$ cat src/rtl/tile_map_arbiter_pkg.sv
// Shared constants, tile codes and FSM encoding for the tile map arbiter.
package tile_map_arbiter_pkg;

  localparam int unsigned BOARD_W      = 20;
  localparam int unsigned BOARD_H      = 10;
  localparam int unsigned NUM_TILES    = BOARD_W * BOARD_H;
  localparam int unsigned ADDR_W       = 8;
  localparam int unsigned CODE_W       = 4;
  localparam int unsigned STARVE_LIMIT = 16;

  localparam logic [CODE_W-1:0] CODE_SHIP   = 4'd0;
  localparam logic [CODE_W-1:0] CODE_HIT    = 4'd1;
  localparam logic [CODE_W-1:0] CODE_MISS   = 4'd2;
  localparam logic [CODE_W-1:0] CODE_CURSOR = 4'd3;
  localparam logic [CODE_W-1:0] CODE_EMPTY  = 4'd4;
  localparam logic [CODE_W-1:0] EMPTY_CODE  = CODE_EMPTY;

  typedef enum logic [1:0] {
    IDLE  = 2'd0,
    WRITE = 2'd1,
    CLEAR = 2'd2
  } arb_state_e;

endpackage

$ cat src/rtl/tile_map_arbiter_starve_counter.sv
// Counts consecutive denied cycles; flags when the limit is reached.
module starve_counter #(
  parameter int unsigned LIMIT = 16
) (
  input  logic clk,
  input  logic rst,
  input  logic inc,
  input  logic clr,
  output logic tc_c
);

  localparam int unsigned CNT_W = $clog2(LIMIT + 1);

  logic [CNT_W-1:0] cnt;

  always_ff @(posedge clk) begin
    if (rst || clr) begin
      cnt <= '0;
    end else if (inc && (cnt != CNT_W'(LIMIT))) begin
      cnt <= cnt + CNT_W'(1);
    end
  end

  assign tc_c = (cnt == CNT_W'(LIMIT));

endmodule

$ cat src/rtl/tile_map_arbiter.sv
// Tile map RAM port arbiter: video reads first, game writes and board clear
// behind them, with a starvation guard that forces the FSM owner through.
module tile_map_arbiter
  import tile_map_arbiter_pkg::*;
(
  input  logic              clk,
  input  logic              rst,
  input  logic              vid_rd_en,
  input  logic [ADDR_W-1:0] vid_tile_addr,
  output logic [CODE_W-1:0] vid_tile_data,
  output logic              vid_tile_valid,
  input  logic              wr_req,
  input  logic [ADDR_W-1:0] wr_addr,
  input  logic [CODE_W-1:0] wr_data,
  output logic              wr_ack,
  input  logic              clr_req,
  output logic              busy,
  output logic [ADDR_W-1:0] ram_addr,
  output logic              ram_we,
  output logic [CODE_W-1:0] ram_wdata,
  input  logic [CODE_W-1:0] ram_rdata
);

  arb_state_e        st;
  logic [ADDR_W-1:0] clr_ptr;
  logic [CODE_W-1:0] hold_q;
  logic              tc_c;
  logic              force_c;
  logic              vid_grant_c;
  logic              fsm_grant_c;
  logic              wr_in_range_c;

  assign force_c       = tc_c && (st != IDLE);
  assign vid_grant_c   = vid_rd_en && !force_c;
  // A reset cycle never lets the FSM touch the RAM, so a clear stops dead.
  assign fsm_grant_c   = (st != IDLE) && !vid_grant_c && !rst;
  assign wr_in_range_c = (wr_addr < ADDR_W'(NUM_TILES));

  starve_counter #(.LIMIT(STARVE_LIMIT)) u_starve (
    .clk  (clk),
    .rst  (rst),
    .inc  ((st != IDLE) && vid_grant_c),
    .clr  (fsm_grant_c),
    .tc_c (tc_c)
  );

  // RAM port mux driven straight from the grant decision.
  always_comb begin
    ram_we    = 1'b0;
    ram_addr  = '0;
    ram_wdata = '0;
    if (vid_grant_c) begin
      ram_addr = vid_tile_addr;
    end else if (fsm_grant_c) begin
      case (st)
        WRITE: begin
          ram_addr  = wr_addr;
          ram_wdata = wr_data;
          ram_we    = wr_in_range_c;
        end
        CLEAR: begin
          ram_addr  = clr_ptr;
          ram_wdata = EMPTY_CODE;
          ram_we    = 1'b1;
        end
        default: ;
      endcase
    end
  end

  always_ff @(posedge clk) begin
    if (rst) begin
      st             <= IDLE;
      clr_ptr        <= '0;
      busy           <= 1'b0;
      wr_ack         <= 1'b0;
      vid_tile_valid <= 1'b0;
      hold_q         <= '0;
    end else begin
      vid_tile_valid <= vid_grant_c;
      wr_ack         <= 1'b0;
      if (vid_tile_valid) begin
        hold_q <= ram_rdata;
      end
      case (st)
        IDLE: begin
          if (clr_req) begin
            st      <= CLEAR;
            clr_ptr <= '0;
            busy    <= 1'b1;
          end else if (wr_req) begin
            st <= WRITE;
          end
        end
        WRITE: begin
          if (fsm_grant_c) begin
            wr_ack <= 1'b1;
            st     <= IDLE;
          end
        end
        CLEAR: begin
          if (fsm_grant_c) begin
            if (clr_ptr == ADDR_W'(NUM_TILES - 1)) begin
              st   <= IDLE;
              busy <= 1'b0;
            end else begin
              clr_ptr <= clr_ptr + ADDR_W'(1);
            end
          end
        end
        default: st <= IDLE;
      endcase
    end
  end

  assign vid_tile_data = vid_tile_valid ? ram_rdata : hold_q;

endmodule

$ cat config.mk
export PLATFORM = sky130hd
export DESIGN_NAME = tile_map_arbiter
export DESIGN_NICKNAME = d
export VERILOG_FILES = /design/src/rtl/tile_map_arbiter_pkg.sv /design/src/rtl/tile_map_arbiter_starve_counter.sv /design/src/rtl/tile_map_arbiter.sv
export SDC_FILE = /design/constraint.sdc
export NUM_CORES = 1
export LEC_CHECK = 0
export CAP_MARGIN = 25
export CORE_UTILIZATION = 27
export DETAILED_ROUTE_END_ITERATION = 6
export HOLD_SLACK_MARGIN = 0.03
export MAX_ROUTING_LAYER = met4
export PLACE_DENSITY_LB_ADDON = 0.05
export RECOVER_POWER = 100
export SYNTH_ARGS = -nofsm -noshare
export SYNTH_HDL_FRONTEND = slang
export SYNTH_HIERARCHICAL = 1
export SYNTH_SLANG_ARGS = --single-unit
$ cat constraint.sdc
create_clock -name clk -period 2.6 [get_ports clk]
set_clock_uncertainty 0.1 [all_clocks]
set_input_delay 0.26 -clock clk [delete_from_list [all_inputs] [get_ports clk]]
set_output_delay 0.26 -clock clk [all_outputs]
set_load 0.01 [all_outputs]
=== Word level (Yosys, flattened, before mapping) ===
Cells that the tools add are included.

* Bits in latches: 0
* Logic and storage cells: 64
* Bits in read-only memories: 0
* Register bits: 22
* Input port bits: 29
* Memories kept: 0
* RAM bits: 0

* $add $sub $neg: 2
* Eq/ne operators: 11
* Shift operators: 0
* Bitwise logic cells: 1
* Order comparisons: 1
* Multiply operators: 0
* Reduce and logical (&&, ||, !) cells: 17
* Div/mod/pow operators: 0
* Mux-type cells: 25

{| class="wikitable"
|+ Operator list
! kind !! number
|-
| $mux 8 || 5
|-
| $pmux 8 s2 || 2
|-
| $mux 4 || 3
|-
| $reduce_and 4->1 || 3
|-
| $mux 2 || 5
|-
| $add 8x1->8 const B || 1
|-
| $eq 8x8->1 const B || 1
|-
| $lt 8x8->1 const B || 1
|-
| $pmux 4 s2 || 1
|-
| $logic_and 1x1->1 || 6
|-
| $mux 1 || 6
|-
| $ne 2x2->1 const B || 3
|-
| $pmux 2 s3 || 1
|-
| $add 5x1->5 const B || 1
|-
| $eq 5x5->1 const B || 1
|-
| $ne 5x5->1 const B || 1
|-
| $ne 2x1->1 const B || 2
|-
| $pmux 1 s2 || 2
|-
| $reduce_bool 2->1 || 2
|-
| $logic_not 1->1 || 3
|-
| $ne 3x3->1 const B || 1
|-
| $eq 2x1->1 const B || 1
|-
| $eq 2x2->1 const B || 1
|-
| $logic_not 2->1 || 1
|-
| 3 further kinds || 3
|}

=== Logic depth before layout (Yosys ltp) ===
* Word-level depth: 9
* Gate-level depth with buffers: 9

=== Cells and area by module ===
The synthesis kept the hierarchy.

{| class="wikitable"
|+ Modules (own cells, without submodules)
! module !! cells an instance !! times used !! sequential area each (µm²) !! area an instance (µm²)
|-
| tile_map_arbiter || 134 || 1 || 340.3 || 1108.6
|-
| starve_counter || 29 || 1 || 100.1 || 281.5
|}

=== Least setup slack after synthesis ===
No wires, ideal clock.

* Kind: reg-to-output
* From: register u_starve.cnt[0]
* To: output ram_addr[0]
* Arrival time: 1854 ps
* Data required time: 2240 ps
* Cell stages (with the launch flop): 10
* Path slack: 386 ps
* Path through: dfxtp_1 > inv_1 > ha_1 > nand4bb_4 > inv_2 > nor2b_1 > and4b_1 > clkbuf_1 > a222oi_1 > inv_1

* Cells in the longest elaborated chain, start to end: 9

{| class="wikitable"
|+ Ends and longest elaborated chain
! item !! RTL line !! RTL
|-
| start, declared || tile_map_arbiter_starve_counter.sv:14 || <nowiki>logic [CNT_W-1:0] cnt;</nowiki>
|-
| start signal, assigned || tile_map_arbiter_starve_counter.sv:20 || <nowiki>cnt <= cnt + CNT_W'(1);</nowiki>
|-
| $eq 5x5->1 * || tile_map_arbiter_starve_counter.sv:24 || <nowiki>assign tc_c = (cnt == CNT_W'(LIMIT));</nowiki>
|-
| net tc_c || tile_map_arbiter.sv:27 || <nowiki>logic tc_c;</nowiki>
|-
| $logic_and 1x1->1 * || tile_map_arbiter.sv:33 || <nowiki>assign force_c = tc_c && (st != IDLE);</nowiki>
|-
| $logic_not 1->1 * || tile_map_arbiter.sv:34 || <nowiki>assign vid_grant_c = vid_rd_en && !force_c;</nowiki>
|-
| $logic_and 1x1->1 * || tile_map_arbiter.sv:34 ||
|-
| $logic_not 1->1 || tile_map_arbiter.sv:36 || <nowiki>assign fsm_grant_c = (st != IDLE) && !vid_grant_c && !rst;</nowiki>
|-
| $logic_and 1x1->1 (2 in a row) || tile_map_arbiter.sv:36 ||
|-
| $mux 8 || tile_map_arbiter.sv:54 || <nowiki>end else if (fsm_grant_c) begin</nowiki>
|-
| $mux 8 * || tile_map_arbiter.sv:52 || <nowiki>if (vid_grant_c) begin</nowiki>
|-
| end, declared || tile_map_arbiter.sv:18 || <nowiki>output logic [ADDR_W-1:0] ram_addr,</nowiki>
|}

Mark *: on every way through the listed nets, which the timed path passes. The rest lies on a longest branch.

=== Worst setup path in the final report ===
* From: register u_starve.cnt[0]
* To: output ram_we

* Cells in the longest elaborated chain, start to end: 9

{| class="wikitable"
|+ Ends and longest elaborated chain
! item !! RTL line !! RTL
|-
| $eq 5x5->1 * || tile_map_arbiter_starve_counter.sv:24 ||
|-
| net tc_c || tile_map_arbiter.sv:27 ||
|-
| $logic_and 1x1->1 * || tile_map_arbiter.sv:33 ||
|-
| $logic_not 1->1 * || tile_map_arbiter.sv:34 ||
|-
| $logic_and 1x1->1 * || tile_map_arbiter.sv:34 ||
|-
| $logic_not 1->1 || tile_map_arbiter.sv:36 ||
|-
| $logic_and 1x1->1 (2 in a row) || tile_map_arbiter.sv:36 ||
|-
| $mux 1 || tile_map_arbiter.sv:54 ||
|-
| $mux 1 * || tile_map_arbiter.sv:52 ||
|-
| end, declared || tile_map_arbiter.sv:19 || <nowiki>output logic ram_we,</nowiki>
|}

Marks and branches as above.

==> summary.txt <==
Routing
  – Vias: 1427
  – 1st-iter DRT viols: 84
  – Post-detailed-route count of antenna-violating nets: 0
  – Detailed Routing Iterations Pass 1: 5
  – Detailed-route wire length: 3990 um
  – WL/cell: 13.9 um
  – DRC: 0
  – Vias per cell: 4.97

Setup path
  – Crit path required time: 2.24 ns
  – Setup crit start: u_starve/cnt[0]
  – Crit-path max FO: 5
  – CP startpoint kind: flop
  – CP Data Arrival Time: 2.09 ns
  – Max stage delay cell, worst path: dfxtp_2
  – Setup CP Type: flop to output port
  – WP buf/inv: 5
  – RR Startpoint: u_starve/cnt[0]
  – Crit path largest cell delay: 0.33 ns
  – Top Family by Delay on Critical Path: buffers and inverters
  – CP endpoint kind: output port
  – Crit-path cells: inv_1 -> ha_1 -> nand4bb_2 -> inv_2 -> nor2b_4 -> and4b_1 -> clkbuf_4 -> buf_4 -> a21o_1 -> dlygate4sd2_1

Synth
  – Synth top cells by count: dfxtp_1, inv_1, and2_1, nand2_1, nand3_1
  – Post-synth EDFFs: 0
  – Main area contributors after synthesis: dfxtp_1, a222oi_1, ha_1, and2_1, inv_1
  – Compound-Gate Fraction of Synth Area: 22.1%
  – Post-synth top flop: dfxtp_1
  – Yosys warns: 6
  – Sequential element share of the synthesized area: 31.7%
  – Biggest area consumer among synthesized cells: dfxtp_1
  – Cell variety after synth: 47
  – Syn Area/Cell: 8.53 um2
  – Synth Register Bits: 22
  – Count leader, synth: dfxtp_1
  – Post-Synth XOR/XNOR Area: 1.89%
  – Mapped Nets: 198
  – Syn Std Cell Area: 1390 um2
  – Adder-Cell Fraction of Synth Area: 5.40%
  – Mapped Cells: 163
  – Synth Area in Simple Gates: 26.8%
  – Top cell type's share of synthesized area: 31.7%
  – Largest family of logic cells by synthesized area: simple AND/OR/NAND/NOR gates
  – Multiplexer share of the synthesized area: 4.68%
  – Post-synth ARST share: 0%

Timing
  – Final setup fails: 0
  – Final hold viol count: 0
  – Worst slew margin: 65.0%
  – Final Critical Period: 2.45 ns
  – Hold Slack: 0.401 ns
  – Final period util: 94.2%
  – Setup TNS: 0 ns
  – Slew @ Worst Pin: 0.520 ns
  – PnR worst setup slack: 0.152 ns
  – Fmax: 0.409 GHz
  – Max Slew Vio Count: 0
  – RSZ-0062 raised after global routing: false

Cells and area
  – Layout cells sized above 1: 15.5%
  – Flip-flop and latch area: 442 um2
  – # fillers: 514
  – Multi-input logic area: 868 um2
  – Diodes inserted: 0
  – Design Area, Final: 2070 um2
  – P&R area growth vs syn: 48.7%
  – Nets: 256
  – Final Core Density: 42.6%
  – Non-filler instance count after layout: 287

Clocking
  – Post-CTS Hold Buffers: 0
  – CTS H-tree lvls: 1
  – Clock Sinks: 22
  – Worst skew pair latency: 0.26 ns
  – Clk slew on worst S/H paths: 0.08 ns
  – CTS tree: done
  – Clock Path Buffers: 2
  – Root buffer cell: clkbuf_8
  – Num CTS Buffers: 3

Placement
  – Dpl cells: 279
  – Post-DP HPWL: 3120 um
  – GPL Wtd Cong: 0.846
  – Place WS: 0.0155 ns
  – IO Port Bufs: 48
  – Placed Instance Area: 1990 um2

Power
  – Pleak: 0.904 nW
  – Pwr Total: 0.978 mW
  – Maximum vdd drop: 0.174 mV
  – Pwr Density: 473 nW/um2

GRT
  – Grt ovf: 0
  – First-pass GRT wire length: 6630 um
  – GRT Overall Usage: 16.3%
  – Antenna violations before repair: 0
  – Vias in the first global route: 1399
  – Largest net degree at the start of global routing: 17

Floorplanning
  – Die H: 73.8 um
  – IO Pins: 49
  – Total die area: 5440 um2
  – Initial Util: 28.7%
  – Die W: 73.8 um
  – Cell Rows: 25
  – Core area: 4850 um2

Status
  – Status: complete, no violations

Worst hold path
  – Hold crit path type: flop to flop
  – Critical hold path startpoint: st[0]

Run
  – MaxCap Viol Count: 0
[worst paths after layout]
check | end | slack, ns | depth (start not counted)
max | ram_we | 0.15 | 10
min | st[0] | 0.40 | 2
max reg2reg | clr_ptr[7] | 0.39 | 10
min reg2reg | st[0] | 0.40 | 2
[worst register-to-register path, cell delays in order, from the launching register on]
cell	delay (ns)
dfxtp_2	0.33
inv_1	0.05
ha_1	0.20
nand4bb_2	0.11
inv_2	0.06
nor2b_4	0.14
clkbuf_4	0.14
clkbuf_1	0.16
and3b_1	0.33
a21o_4	0.29
a221oi_1	0.22
[metal layers]
layer	wire [um]	GRT usage, %	vias up	share of wire (%)
met3	125	3.02	7	3.1
li1	-	-	713	-
met1	1760	18.6	684	44
met4	68	4.91	0	1.7
met5	0	-	-	0
met2	2040	28.8	23	51
[kinds of logic (layout without fill, tap and decap cells)]
kind of cell / Yosys count / after routing
AOI/OAI and AO/OA: 37 / 37
buffers and inverters: 27 / 82
and+or+nand+nor: 62 / 64
xor gates and xnor gates: 3 / 3
muxes: 6 / 6
adders and majority gates: 6 / 6
DFF: 22 / 22
[final cells by class]
type,instances,area share (%)
Tap cell,67,4.06
Inverter,18,3.27
Timing Repair Buffer,60,25.8
Clock inverter,1,1.45
Sequential cell,22,21.4
Multi-Input combinational cell,116,42.0
Clock buffer,3,2.00
[cell usage in the layout, fill, tap and decap left out, types with 7 or more instances in the layout]
master            n
a222oi_1          8
and2_1            8
buf_4             8
clkdlybuf4s50_1  27
dfxtp_1          21
dlygate4sd3_1     8
inv_1            17
nand2_1          11
nand3_1           9
nor2_1            7
[registers in the layout, indices dropped and copies added, names as in the netlist]
name            count
hold_q              4
wr_ack              1
vid_tile_valid      1
st                  2
clr_ptr             8
busy                1
u_starve/cnt        5
[what timing repair did]
action,CTS,global route
setup endpoints to repair,13,12
gates cloned,1,1
gates resized for setup,15,18
buffers inserted,0,2
pin swaps,2,8
[power by group]
| group | internal, mW | leakage (nW) | switching, mW |
|---|---|---|---|
| combinational | 0.145 | 0.689 | 0.146 |
| clock | 0.206 | 0.0357 | 0.112 |
| sequential | 0.356 | 0.179 | 0.0124 |
No activity file was read; power rests on OpenSTA's default activity.
